`src/rtl/axi_lite_if.sv`:
```
// AXI-Lite bus bundle (AW/W/B/AR/R channels) with master and slave views.
interface axi_lite_if #(
    parameter int unsigned AW = 32,
    parameter int unsigned DW = 32
);
    logic [AW-1:0]   awaddr;
    logic            awvalid;
    logic            awready;
    logic [DW-1:0]   wdata;
    logic [DW/8-1:0] wstrb;
    logic            wvalid;
    logic            wready;
    logic [1:0]      bresp;
    logic            bvalid;
    logic            bready;
    logic [AW-1:0]   araddr;
    logic            arvalid;
    logic            arready;
    logic [DW-1:0]   rdata;
    logic [1:0]      rresp;
    logic            rvalid;
    logic            rready;

    modport master (
        output awaddr, awvalid, wdata, wstrb, wvalid, bready, araddr, arvalid, rready,
        input  awready, wready, bresp, bvalid, arready, rdata, rresp, rvalid
    );

    modport slave (
        input  awaddr, awvalid, wdata, wstrb, wvalid, bready, araddr, arvalid, rready,
        output awready, wready, bresp, bvalid, arready, rdata, rresp, rvalid
    );
endinterface

```
`src/rtl/axi_lite_reg_bridge.sv`:
```
// AXI-Lite slave that turns each write/read into one req/ready register-bus access,
// with fair write/read arbitration, per-request timeout and error propagation.
module axi_lite_reg_bridge #(
    parameter int unsigned AW             = 32,
    parameter int unsigned DW             = 32,
    parameter int unsigned TIMEOUT_CYCLES = 255
) (
    input  logic            clk,
    input  logic            rst,
    axi_lite_if.slave       s_axi,
    output logic            reg_req_o,
    output logic [AW-1:0]   reg_addr_o,
    output logic [DW/8-1:0] reg_we_o,
    output logic [DW-1:0]   reg_wdata_o,
    input  logic [DW-1:0]   reg_rdata_i,
    input  logic            reg_ready_i,
    input  logic            reg_err_i
);
    localparam int unsigned SW      = DW / 8;
    localparam int unsigned CW      = (TIMEOUT_CYCLES > 1) ? $clog2(TIMEOUT_CYCLES) : 1;
    localparam int unsigned TO_LAST = (TIMEOUT_CYCLES > 0) ? TIMEOUT_CYCLES - 1 : 0;

    localparam logic [1:0]    RESP_OKAY   = 2'b00;
    localparam logic [1:0]    RESP_SLVERR = 2'b10;
    localparam logic [AW-1:0] WORD_MASK   = ~AW'(3);

    typedef enum logic [2:0] {
        IDLE    = 3'd0,
        WR_REQ  = 3'd1,
        WR_RESP = 3'd2,
        RD_REQ  = 3'd3,
        RD_RESP = 3'd4
    } state_e;

    state_e          state_q;
    logic            active_q;
    logic            aw_held_q;
    logic            w_held_q;
    logic            ar_held_q;
    logic            last_was_write_q;
    logic [AW-1:0]   awaddr_q;
    logic [AW-1:0]   araddr_q;
    logic [DW-1:0]   wdata_q;
    logic [SW-1:0]   wstrb_q;
    logic [CW-1:0]   to_cnt_q;
    logic            bvalid_q;
    logic [1:0]      bresp_q;
    logic            rvalid_q;
    logic [1:0]      rresp_q;
    logic [DW-1:0]   rdata_q;

    logic idle_c;
    logic awready_c;
    logic wready_c;
    logic arready_c;
    logic wr_pend_c;
    logic rd_pend_c;
    logic pick_wr_c;
    logic timeout_c;

    // Channel acceptance only in IDLE; a partially captured write blocks new reads.
    assign idle_c    = active_q && (state_q == IDLE);
    assign awready_c = idle_c && !aw_held_q;
    assign wready_c  = idle_c && !w_held_q;
    assign arready_c = idle_c && !ar_held_q && !aw_held_q && !w_held_q;

    // Round-robin between a complete write and a pending read.
    assign wr_pend_c = aw_held_q && w_held_q;
    assign rd_pend_c = ar_held_q;
    assign pick_wr_c = wr_pend_c && (!rd_pend_c || !last_was_write_q);
    assign timeout_c = (TIMEOUT_CYCLES != 0) && (to_cnt_q == CW'(TO_LAST));

    assign s_axi.awready = awready_c;
    assign s_axi.wready  = wready_c;
    assign s_axi.arready = arready_c;
    assign s_axi.bvalid  = bvalid_q;
    assign s_axi.bresp   = bresp_q;
    assign s_axi.rvalid  = rvalid_q;
    assign s_axi.rresp   = rresp_q;
    assign s_axi.rdata   = rdata_q;

    always_ff @(posedge clk) begin
        if (rst) begin
            state_q          <= IDLE;
            active_q         <= 1'b0;
            aw_held_q        <= 1'b0;
            w_held_q         <= 1'b0;
            ar_held_q        <= 1'b0;
            last_was_write_q <= 1'b0;
            awaddr_q         <= '0;
            araddr_q         <= '0;
            wdata_q          <= '0;
            wstrb_q          <= '0;
            to_cnt_q         <= '0;
            bvalid_q         <= 1'b0;
            bresp_q          <= RESP_OKAY;
            rvalid_q         <= 1'b0;
            rresp_q          <= RESP_OKAY;
            rdata_q          <= '0;
            reg_req_o        <= 1'b0;
            reg_addr_o       <= '0;
            reg_we_o         <= '0;
            reg_wdata_o      <= '0;
        end else begin
            active_q <= 1'b1;

            if (s_axi.awvalid && awready_c) begin
                awaddr_q  <= s_axi.awaddr & WORD_MASK;
                aw_held_q <= 1'b1;
            end
            if (s_axi.wvalid && wready_c) begin
                wdata_q  <= s_axi.wdata;
                wstrb_q  <= s_axi.wstrb;
                w_held_q <= 1'b1;
            end
            if (s_axi.arvalid && arready_c) begin
                araddr_q  <= s_axi.araddr & WORD_MASK;
                ar_held_q <= 1'b1;
            end

            case (state_q)
                IDLE: begin
                    to_cnt_q <= '0;
                    if (pick_wr_c) begin
                        last_was_write_q <= 1'b1;
                        if (wstrb_q == '0) begin
                            // Nothing to write downstream: answer OKAY directly.
                            bvalid_q <= 1'b1;
                            bresp_q  <= RESP_OKAY;
                            state_q  <= WR_RESP;
                        end else begin
                            reg_req_o   <= 1'b1;
                            reg_addr_o  <= awaddr_q;
                            reg_we_o    <= wstrb_q;
                            reg_wdata_o <= wdata_q;
                            state_q     <= WR_REQ;
                        end
                    end else if (rd_pend_c) begin
                        last_was_write_q <= 1'b0;
                        reg_req_o        <= 1'b1;
                        reg_addr_o       <= araddr_q;
                        reg_we_o         <= '0;
                        state_q          <= RD_REQ;
                    end
                end

                WR_REQ: begin
                    if (reg_ready_i) begin
                        reg_req_o <= 1'b0;
                        bvalid_q  <= 1'b1;
                        bresp_q   <= reg_err_i ? RESP_SLVERR : RESP_OKAY;
                        state_q   <= WR_RESP;
                    end else if (timeout_c) begin
                        reg_req_o <= 1'b0;
                        bvalid_q  <= 1'b1;
                        bresp_q   <= RESP_SLVERR;
                        state_q   <= WR_RESP;
                    end else begin
                        to_cnt_q <= to_cnt_q + CW'(1);
                    end
                end

                WR_RESP: begin
                    if (s_axi.bready) begin
                        bvalid_q  <= 1'b0;
                        aw_held_q <= 1'b0;
                        w_held_q  <= 1'b0;
                        state_q   <= IDLE;
                    end
                end

                RD_REQ: begin
                    if (reg_ready_i) begin
                        reg_req_o <= 1'b0;
                        rvalid_q  <= 1'b1;
                        rresp_q   <= reg_err_i ? RESP_SLVERR : RESP_OKAY;
                        rdata_q   <= reg_rdata_i;
                        state_q   <= RD_RESP;
                    end else if (timeout_c) begin
                        reg_req_o <= 1'b0;
                        rvalid_q  <= 1'b1;
                        rresp_q   <= RESP_SLVERR;
                        rdata_q   <= '0;
                        state_q   <= RD_RESP;
                    end else begin
                        to_cnt_q <= to_cnt_q + CW'(1);
                    end
                end

                RD_RESP: begin
                    if (s_axi.rready) begin
                        rvalid_q  <= 1'b0;
                        ar_held_q <= 1'b0;
                        state_q   <= IDLE;
                    end
                end

                default: state_q <= IDLE;
            endcase
        end
    end
endmodule
```
`src/flat_wrapper.sv`:
```
// flat-port wrapper written by rule: the top's interface ports become plain ports
module axi_lite_reg_bridge_flat 
#(
    parameter int unsigned AW             = 32,
    parameter int unsigned DW             = 32,
    parameter int unsigned TIMEOUT_CYCLES = 255
)
  (clk, rst, reg_req_o, reg_addr_o, reg_we_o, reg_wdata_o, reg_rdata_i, reg_ready_i, reg_err_i, s_axi_awaddr, s_axi_awvalid, s_axi_wdata, s_axi_wstrb, s_axi_wvalid, s_axi_bready, s_axi_araddr, s_axi_arvalid, s_axi_rready, s_axi_awready, s_axi_wready, s_axi_bresp, s_axi_bvalid, s_axi_arready, s_axi_rdata, s_axi_rresp, s_axi_rvalid);
  axi_lite_if #(.AW(AW), .DW(DW)) s_axi_i ();
  input  logic clk;
  input  logic rst;
  output logic reg_req_o;
  output logic [AW-1:0] reg_addr_o;
  output logic [DW/8-1:0] reg_we_o;
  output logic [DW-1:0] reg_wdata_o;
  input  logic [DW-1:0] reg_rdata_i;
  input  logic reg_ready_i;
  input  logic reg_err_i;
  input wire logic [$bits(s_axi_i.awaddr)-1:0] s_axi_awaddr;
  input wire logic [$bits(s_axi_i.awvalid)-1:0] s_axi_awvalid;
  input wire logic [$bits(s_axi_i.wdata)-1:0] s_axi_wdata;
  input wire logic [$bits(s_axi_i.wstrb)-1:0] s_axi_wstrb;
  input wire logic [$bits(s_axi_i.wvalid)-1:0] s_axi_wvalid;
  input wire logic [$bits(s_axi_i.bready)-1:0] s_axi_bready;
  input wire logic [$bits(s_axi_i.araddr)-1:0] s_axi_araddr;
  input wire logic [$bits(s_axi_i.arvalid)-1:0] s_axi_arvalid;
  input wire logic [$bits(s_axi_i.rready)-1:0] s_axi_rready;
  output wire logic [$bits(s_axi_i.awready)-1:0] s_axi_awready;
  output wire logic [$bits(s_axi_i.wready)-1:0] s_axi_wready;
  output wire logic [$bits(s_axi_i.bresp)-1:0] s_axi_bresp;
  output wire logic [$bits(s_axi_i.bvalid)-1:0] s_axi_bvalid;
  output wire logic [$bits(s_axi_i.arready)-1:0] s_axi_arready;
  output wire logic [$bits(s_axi_i.rdata)-1:0] s_axi_rdata;
  output wire logic [$bits(s_axi_i.rresp)-1:0] s_axi_rresp;
  output wire logic [$bits(s_axi_i.rvalid)-1:0] s_axi_rvalid;
  assign s_axi_i.awaddr = s_axi_awaddr;
  assign s_axi_i.awvalid = s_axi_awvalid;
  assign s_axi_i.wdata = s_axi_wdata;
  assign s_axi_i.wstrb = s_axi_wstrb;
  assign s_axi_i.wvalid = s_axi_wvalid;
  assign s_axi_i.bready = s_axi_bready;
  assign s_axi_i.araddr = s_axi_araddr;
  assign s_axi_i.arvalid = s_axi_arvalid;
  assign s_axi_i.rready = s_axi_rready;
  assign s_axi_awready = s_axi_i.awready;
  assign s_axi_wready = s_axi_i.wready;
  assign s_axi_bresp = s_axi_i.bresp;
  assign s_axi_bvalid = s_axi_i.bvalid;
  assign s_axi_arready = s_axi_i.arready;
  assign s_axi_rdata = s_axi_i.rdata;
  assign s_axi_rresp = s_axi_i.rresp;
  assign s_axi_rvalid = s_axi_i.rvalid;
  axi_lite_reg_bridge #(.AW(AW), .DW(DW), .TIMEOUT_CYCLES(TIMEOUT_CYCLES)) u_core (.clk(clk), .rst(rst), .s_axi(s_axi_i), .reg_req_o(reg_req_o), .reg_addr_o(reg_addr_o), .reg_we_o(reg_we_o), .reg_wdata_o(reg_wdata_o), .reg_rdata_i(reg_rdata_i), .reg_ready_i(reg_ready_i), .reg_err_i(reg_err_i));
endmodule
```
`config.mk`:
```
export PLATFORM = sky130hd
export DESIGN_NAME = axi_lite_reg_bridge_flat
export DESIGN_NICKNAME = d
export VERILOG_FILES = /design/src/rtl/axi_lite_if.sv /design/src/rtl/axi_lite_reg_bridge.sv /design/src/flat_wrapper.sv
export SDC_FILE = /design/constraint.sdc
export NUM_CORES = 1
export LEC_CHECK = 0
export CAP_MARGIN = 10
export CORE_MARGIN = 4
export CORE_UTILIZATION = 42
export DETAILED_ROUTE_END_ITERATION = 10
export GPL_TIMING_DRIVEN = 0
export HOLD_SLACK_MARGIN = 0.15
export MAX_ROUTING_LAYER = met4
export PLACE_DENSITY = 0.87
export SETUP_SLACK_MARGIN = 0.1
export SYNTH_ARGS = -nofsm -noshare
export SYNTH_HDL_FRONTEND = slang
export SYNTH_SLANG_ARGS = --single-unit
```
`constraint.sdc`:
```
create_clock -name clk -period 1.7 [get_ports clk]
set_input_delay 0.17 -clock clk [delete_from_list [all_inputs] [get_ports clk]]
set_output_delay 0.17 -clock clk [all_outputs]
set_load 0.05 [all_outputs]
```
==> out/metrics.yaml <==
status: "complete, but fails checks"
violations: "setup timing"
finalMaxSlewViolations: 0
maxCapViolations: 0
portBuffers: 242
synth.area.top_cells: "dfxtp_1 52%, nand2_1 14%, a21oi_1 13%, mux2i_1 4.5%, a211oi_1 3.2%"
grt_pass1_wl_um: 46200
numCtsBuffers: 23
syn_area_um2: 8240
worst_setup_path_start_kind: "register"
async_flop_share_pct: 0
p_leak_nw: 5.53
max_clock_freq_ghz: 0.501
synth_edf_count: 0
diodes: 0
dieArea_um2: 21900
fin_nets: 1498
yosysTopAreaCell: "dfxtp_1"
die_h_um: 148
clock-root-buffer: "clkbuf_16"
viasPerCell: 5.61
ant_nets: 0
grt_setup_unrepaired: "yes"
yosys_warnings: 0
dpl_worst_slack_ps: -809
avgSynthCellArea_um2: 8.18
ir_drop_uv: 716
slew_headroom_pct: 47.9
yosysTopAreaCellShare_pct: 52.2
fin_cells: 1627
powerDensity_nw_per_um2: 1130
fin_crit_sh_pct: 118
final_core_util_pct: 77.2
design_area_um2: 14700
clockBufferDepth: 3
grt_pass1_vias: 8780
dp_cells: 1512
path_class: "register to primary output"
synth_top_flop_cell: "dfxtp_1"
whs_ps: 208
setup_viol: 167
via_count: 9122
htreeDepth: 1
clkTransAtPathRegs_ps: 60
clock_latency_ps: 510
synth_cell_types: 45
core_um2: 19000
cp.arrival_ps: 1830
power_mw: 16.6
end_kind: "primary output"
drive_gt1_share_pct: 35.2
ys_ff_latch: 215
drtPass1Iterations: 5
dp_hpwl_um: 18800
cts_tree: "built"
setup_slack_ps: -298
die_w_um: 148
syn_to_final_growth_pct: 78.2
track_usage_pct: 26.5
grt_max_degree: 14
path_max_fanout: 5
multiInputGateArea_um2: 5070
hold_viol: 0
drc: 0
postRouteWirelength_um: 34300
grt.overflow.total: 0
ys_seq_area_share_pct: 52.2
clock_skew_ps: 12.4
syn_inst: 1007
period_minus_slack_ps: 2000
rows: 50
antenna_found_initial: 0
initial_utilization_pct: 43.3
n_fill_cell: 1159
ios: 251
regArea_um2: 4330
hold_path_class: "primary input to register"
required_ps: 1530
gp_congestion: 0.864
placed_area_um2: 11100
worst_pin_slew_ps: 781
cts_hold_buf: 0
finalSetupTns_ps: -22800
cts.sinks: 215
first_iter_violations: 633
wl_per_cell_um: 21.1
[state kept, by name, summed over array words and instances (netlist names), 3 cells and up]
register	flops
u_core.reg_wdata_o	32
u_core.s_axi.rdata	32
u_core.wdata_q	32
u_core.araddr_q	30
u_core.awaddr_q	30
u_core.reg_addr_o	30
u_core.to_cnt_q	8
u_core.reg_we_o	4
u_core.wstrb_q	4
u_core.state_q	3
[worst paths after layout]
kind                                              to  cells after the start                        startpoint  slack [ps]
setup / recovery                        s_axi_wready                      3    u_core.state_q[2]$_SDFFE_PP0P_        -300
hold / removal    u_core.s_axi.rdata[5]$_SDFFE_PP0P_                      3                    reg_rdata_i[5]         210
setup reg to reg    u_core.awaddr_q[13]$_SDFFE_PP0P_                      7    u_core.state_q[2]$_SDFFE_PP0P_        -270
hold reg to reg     u_core.s_axi.rvalid$_SDFFE_PP0P_                      2  u_core.s_axi.rvalid$_SDFFE_PP0P_         450
[cells in the mapped netlist (3+ instances only)]
cell type    n
buf_6        3
buf_1        5
nand3_1      9
a21oi_1    207
inv_1        6
clkbuf_1    59
or3_1        7
a211oi_1    35
nand2_1    302
nand2b_1     3
or4_1        3
buf_2       12
nand4_1      7
dfxtp_1    215
nor3b_1      3
mux2i_1     37
o21ai_0     39
nor2_1      10
buf_4        6
a31oi_1      3
nand3b_1     3
[cells in the final DEF (no fill, tap or decap), types with 29 or more instances in the layout]
master           instances
dfxtp_1                205
nand2_1                179
clkdlybuf4s50_1        136
a21oi_1                103
dlygate4sd2_1           84
nand2_2                 80
a21oi_2                 75
buf_4                   45
nand2_4                 43
clkbuf_16               37
mux2i_1                 36
buf_8                   32
a21oi_4                 29
[report_power, final]
part	leakage, nW	switching (mW)	internal (mW)	total, mW
Clock	0.343	2.07	2.87	4.94
Combinational	3.44	3.18	2.52	5.70
Sequential	1.75	0.430	5.49	5.92
Total	5.53	5.67	10.9	16.6
[repair_timing]
| item | 4_1_cts | 5_1_grt |
|---|---|---|
| pin swaps | 98 | 56 |
| setup endpoints to repair | 319 | 260 |
| resized for setup | 476 | 271 |
| buffers inserted | 36 | 18 |
| hold endpoints to repair | 0 | 0 |
| cloned | 14 | 11 |
[cells by family after synthesis]
group	share of synthesized area, %
AO/OA/AOI/OAI	19.7
adder cells (fa/ha/maj)	0.304
buffers and inverters	4.93
flip-flops	52.2
multiplexers	4.49
other	0.0455
AND/OR/NAND/NOR	18.3
[layer usage]
metal  global-route usage, %  vias to the layer above  wire (µm)
met5                       -                        -          0
met4                    8.96                        0       1280
met3                    5.61                      116       2750
met2                    44.9                      474      17500
met1                    31.4                     4404      12800
li1                        -                     4128          -
[critical path, stage by stage (launching register included)]
cell and delay (ps):
dfxtp_2 330, or4b_4 600, nor2_1 200, buf_6 200
[cell type report]
cell class	instances	share of cell area (%)
multi-input combinational	704	34.5
sequential	215	29.5
timing repair buffer	319	22.6
buffer	86	6.14
clock buffer	32	4.28
tap	260	2.21
clock inverter	5	0.554
inverter	6	0.153
No activity file was read; power rests on OpenSTA's default activity.
==> RTL change, RTL diff (config.mk and constraints unchanged) <==
Make the reset (`rst`) asynchronous in one clocked block.
--- a/src/rtl/axi_lite_reg_bridge.sv
+++ b/src/rtl/axi_lite_reg_bridge.sv
@@ -80,5 +80,5 @@
     assign s_axi.rdata   = rdata_q;
 
-    always_ff @(posedge clk) begin
+    always_ff @(posedge clk or posedge rst) begin
         if (rst) begin
             state_q          <= IDLE;
Behaviour: differs if rst is asserted again (counterexample within 4 cycles, from zero or initial values and one cycle with rst high); with rst held inactive, the same outputs for 4 cycles.
==> RTL change against the original RTL <==
  * The flow still finishes with violations (negative setup slack)
  * Setup slack got worse by 0.012 ns
  * Design area decreased by 6.7%
  * Wire length decreased by 30%
  * Sequential cell count unchanged
  * Area after synthesis increased by 6.5%
  * Clock skew decreased by 0.0053 ns
  * Critical endpoint is now u_core.reg_addr_o[7]$_DFFE_PP0P_
Power is not compared: it rests on default switching activity, and its combinational part moved more than twofold at a synthesized area within 25%.
==> RTL change: results <==
set metrics [dict create \
    post_cts_resized 205 \
    worst_setup_path_startpoint "u_core.wstrb_q[0]$_DFFE_PP0P_" \
    setup_violations 198 \
    finClkSkew_ns 0.00703 \
    clock_tree.htree_level_count 1 \
    largest_net_degree_at_the_start_of_global_routing 40 \
    report.final.hold_viol_count 0 \
    power.clock.total_uw 5330 \
    cts.repair_timing.setup_buffer_count 23 \
    netlist-cell-type-count 48 \
    final.setup.worst_slack_ns -0.310 \
    via_count 6164 \
    synth_area_leaders "dfrtp_1 (61%), mux2_2 (20%), mux2_4 (5.0%), a22o_1 (3.2%), buf_2 (1.1%)" \
    synth_sequential_area_ratio_pct 61.3 \
    timing.hold.worst.class "primary input to asynchronous set/reset pin" \
    post_drt_wl_per_cell_um 19.9 \
    total_clock_buffers_created_by_cts 24 \
    cts-root-buf "clkbuf_16" \
    groute.usage.overall_pct 20.3 \
    violations "negative setup slack" \
    vias_in_the_first_global_route 6725 \
    endpoint_kind "flip-flop" \
    r2r_cells 6 \
    detailed_routing_iterations_pass_1 4 \
    asyncSetResetFlopFracSynth_pct 100 \
    rr_endpoint "u_core.reg_addr_o[7]$_DFFE_PP0P_" \
    netlist_top_cells_count "dfrtp_1 (215), mux2_2 (159), a22o_1 (32), mux2_4 (29), buf_2 (20)" \
    globalplace.congestion 0.777 \
    arrival_ns 2.39 \
    design.final.nets 1060 \
    dp_hpwl_mm 15.9 \
    run_status "finished with violations" \
    wire_length_of_the_first_global_routing_pass_mm 37.4 \
]
[RTL change: changes by cell type in the layout (fill, tap and decap cells not counted), sizes merged, moves of 28 or more]
cell    before  now
nand2      302   16
dfrtp        0  215
dfxtp      215    0
a21oi      207    5
mux2         0  188
mux2i       37    0
a211oi      35    0
clkbuf      83   50
a22o         0   32
buf        116   88
[RTL change: area by class of cell]
| class | instances | area [sq um] |
|---|---|---|
| Timing Repair Buffer | 303 | 3230 |
| Inverter | 10 | 41.3 |
| Fill cell | 1434 | 6660 |
| Tap cell | 270 | 338 |
| Clock inverter | 4 | 70.1 |
| Sequential cell | 215 | 5390 |
| Multi-Input combinational cell | 327 | 3440 |
| Clock buffer | 40 | 762 |
| Buffer | 36 | 433 |
[RTL change: critical path, cell delays in order, from the launching register on]
cell	delay (ns)
dfrtp_1	0.38
or4_4	0.58
a22oi_4	0.21
nor2_4	0.12
buf_12	0.16
buf_12	0.13
mux2_4	0.30
[RTL change: metrics by stage]
| stage | setup TNS (ns) | hold slack, ns | worst slack [ns] | area, sq um | std cells |
|---|---|---|---|---|---|
| floorplan | -282.84 | 0.277 | -1.27 | 9090 | 587 |
| global placement | -662.02 | 0.462 | -2.93 | 11900 | 1099 |
| detailed placement | -52.81 | 0.471 | -0.635 | 12000 | 1105 |
| CTS | -19.97 | 0.160 | -0.292 | 13400 | 1183 |
| global route | -42.65 | 0.211 | -0.347 | 13700 | 1205 |
| finish | -31.60 | 0.158 | -0.310 | 13700 | 1205 |
[RTL change: per-layer routing]
metal  part of all wire, %  wire length, um  vias to the layer above  global-route usage, %
li1                      -                -                     2789                      -
met1                    41             9750                     3119                   24.9
met2                    51            12100                      212                   33.9
met3                   6.7             1620                       44                   5.40
met4                   2.1              505                        0                   4.54
met5                     0                0                        -                      -
[RTL change: logic make-up after synthesis]
kind of cell	Yosys count	share of synthesized area (%)
adders and majority gates	2	0.285
and+or+nand+nor	54	3.48
other	2	0.0856
DFF	215	61.3
buffers and inverters	46	2.68
xor gates and xnor gates	1	0.0998
AOI/OAI and AO/OA	76	6.71
muxes	188	25.4
[RTL change: how the worst min path moves through the flow]
stage	start	endpoint	slack, ns	depth (start not counted)
detailed placement	u_core.reg_req_o$_DFFE_PP0P_	u_core.reg_req_o$_DFFE_PP0P_	0.47	1
finish	rst	u_core.awaddr_q[10]$_DFFE_PP0P_	0.16	2
global placement	u_core.reg_req_o$_DFFE_PP0P_	u_core.reg_req_o$_DFFE_PP0P_	0.46	1
CTS	rst	u_core.awaddr_q[10]$_DFFE_PP0P_	0.16	2
global route	rst	u_core.awaddr_q[10]$_DFFE_PP0P_	0.21	2
floorplan	s_axi_rready	u_core.state_q[2]$_DFFE_PP0P_	0.28	1
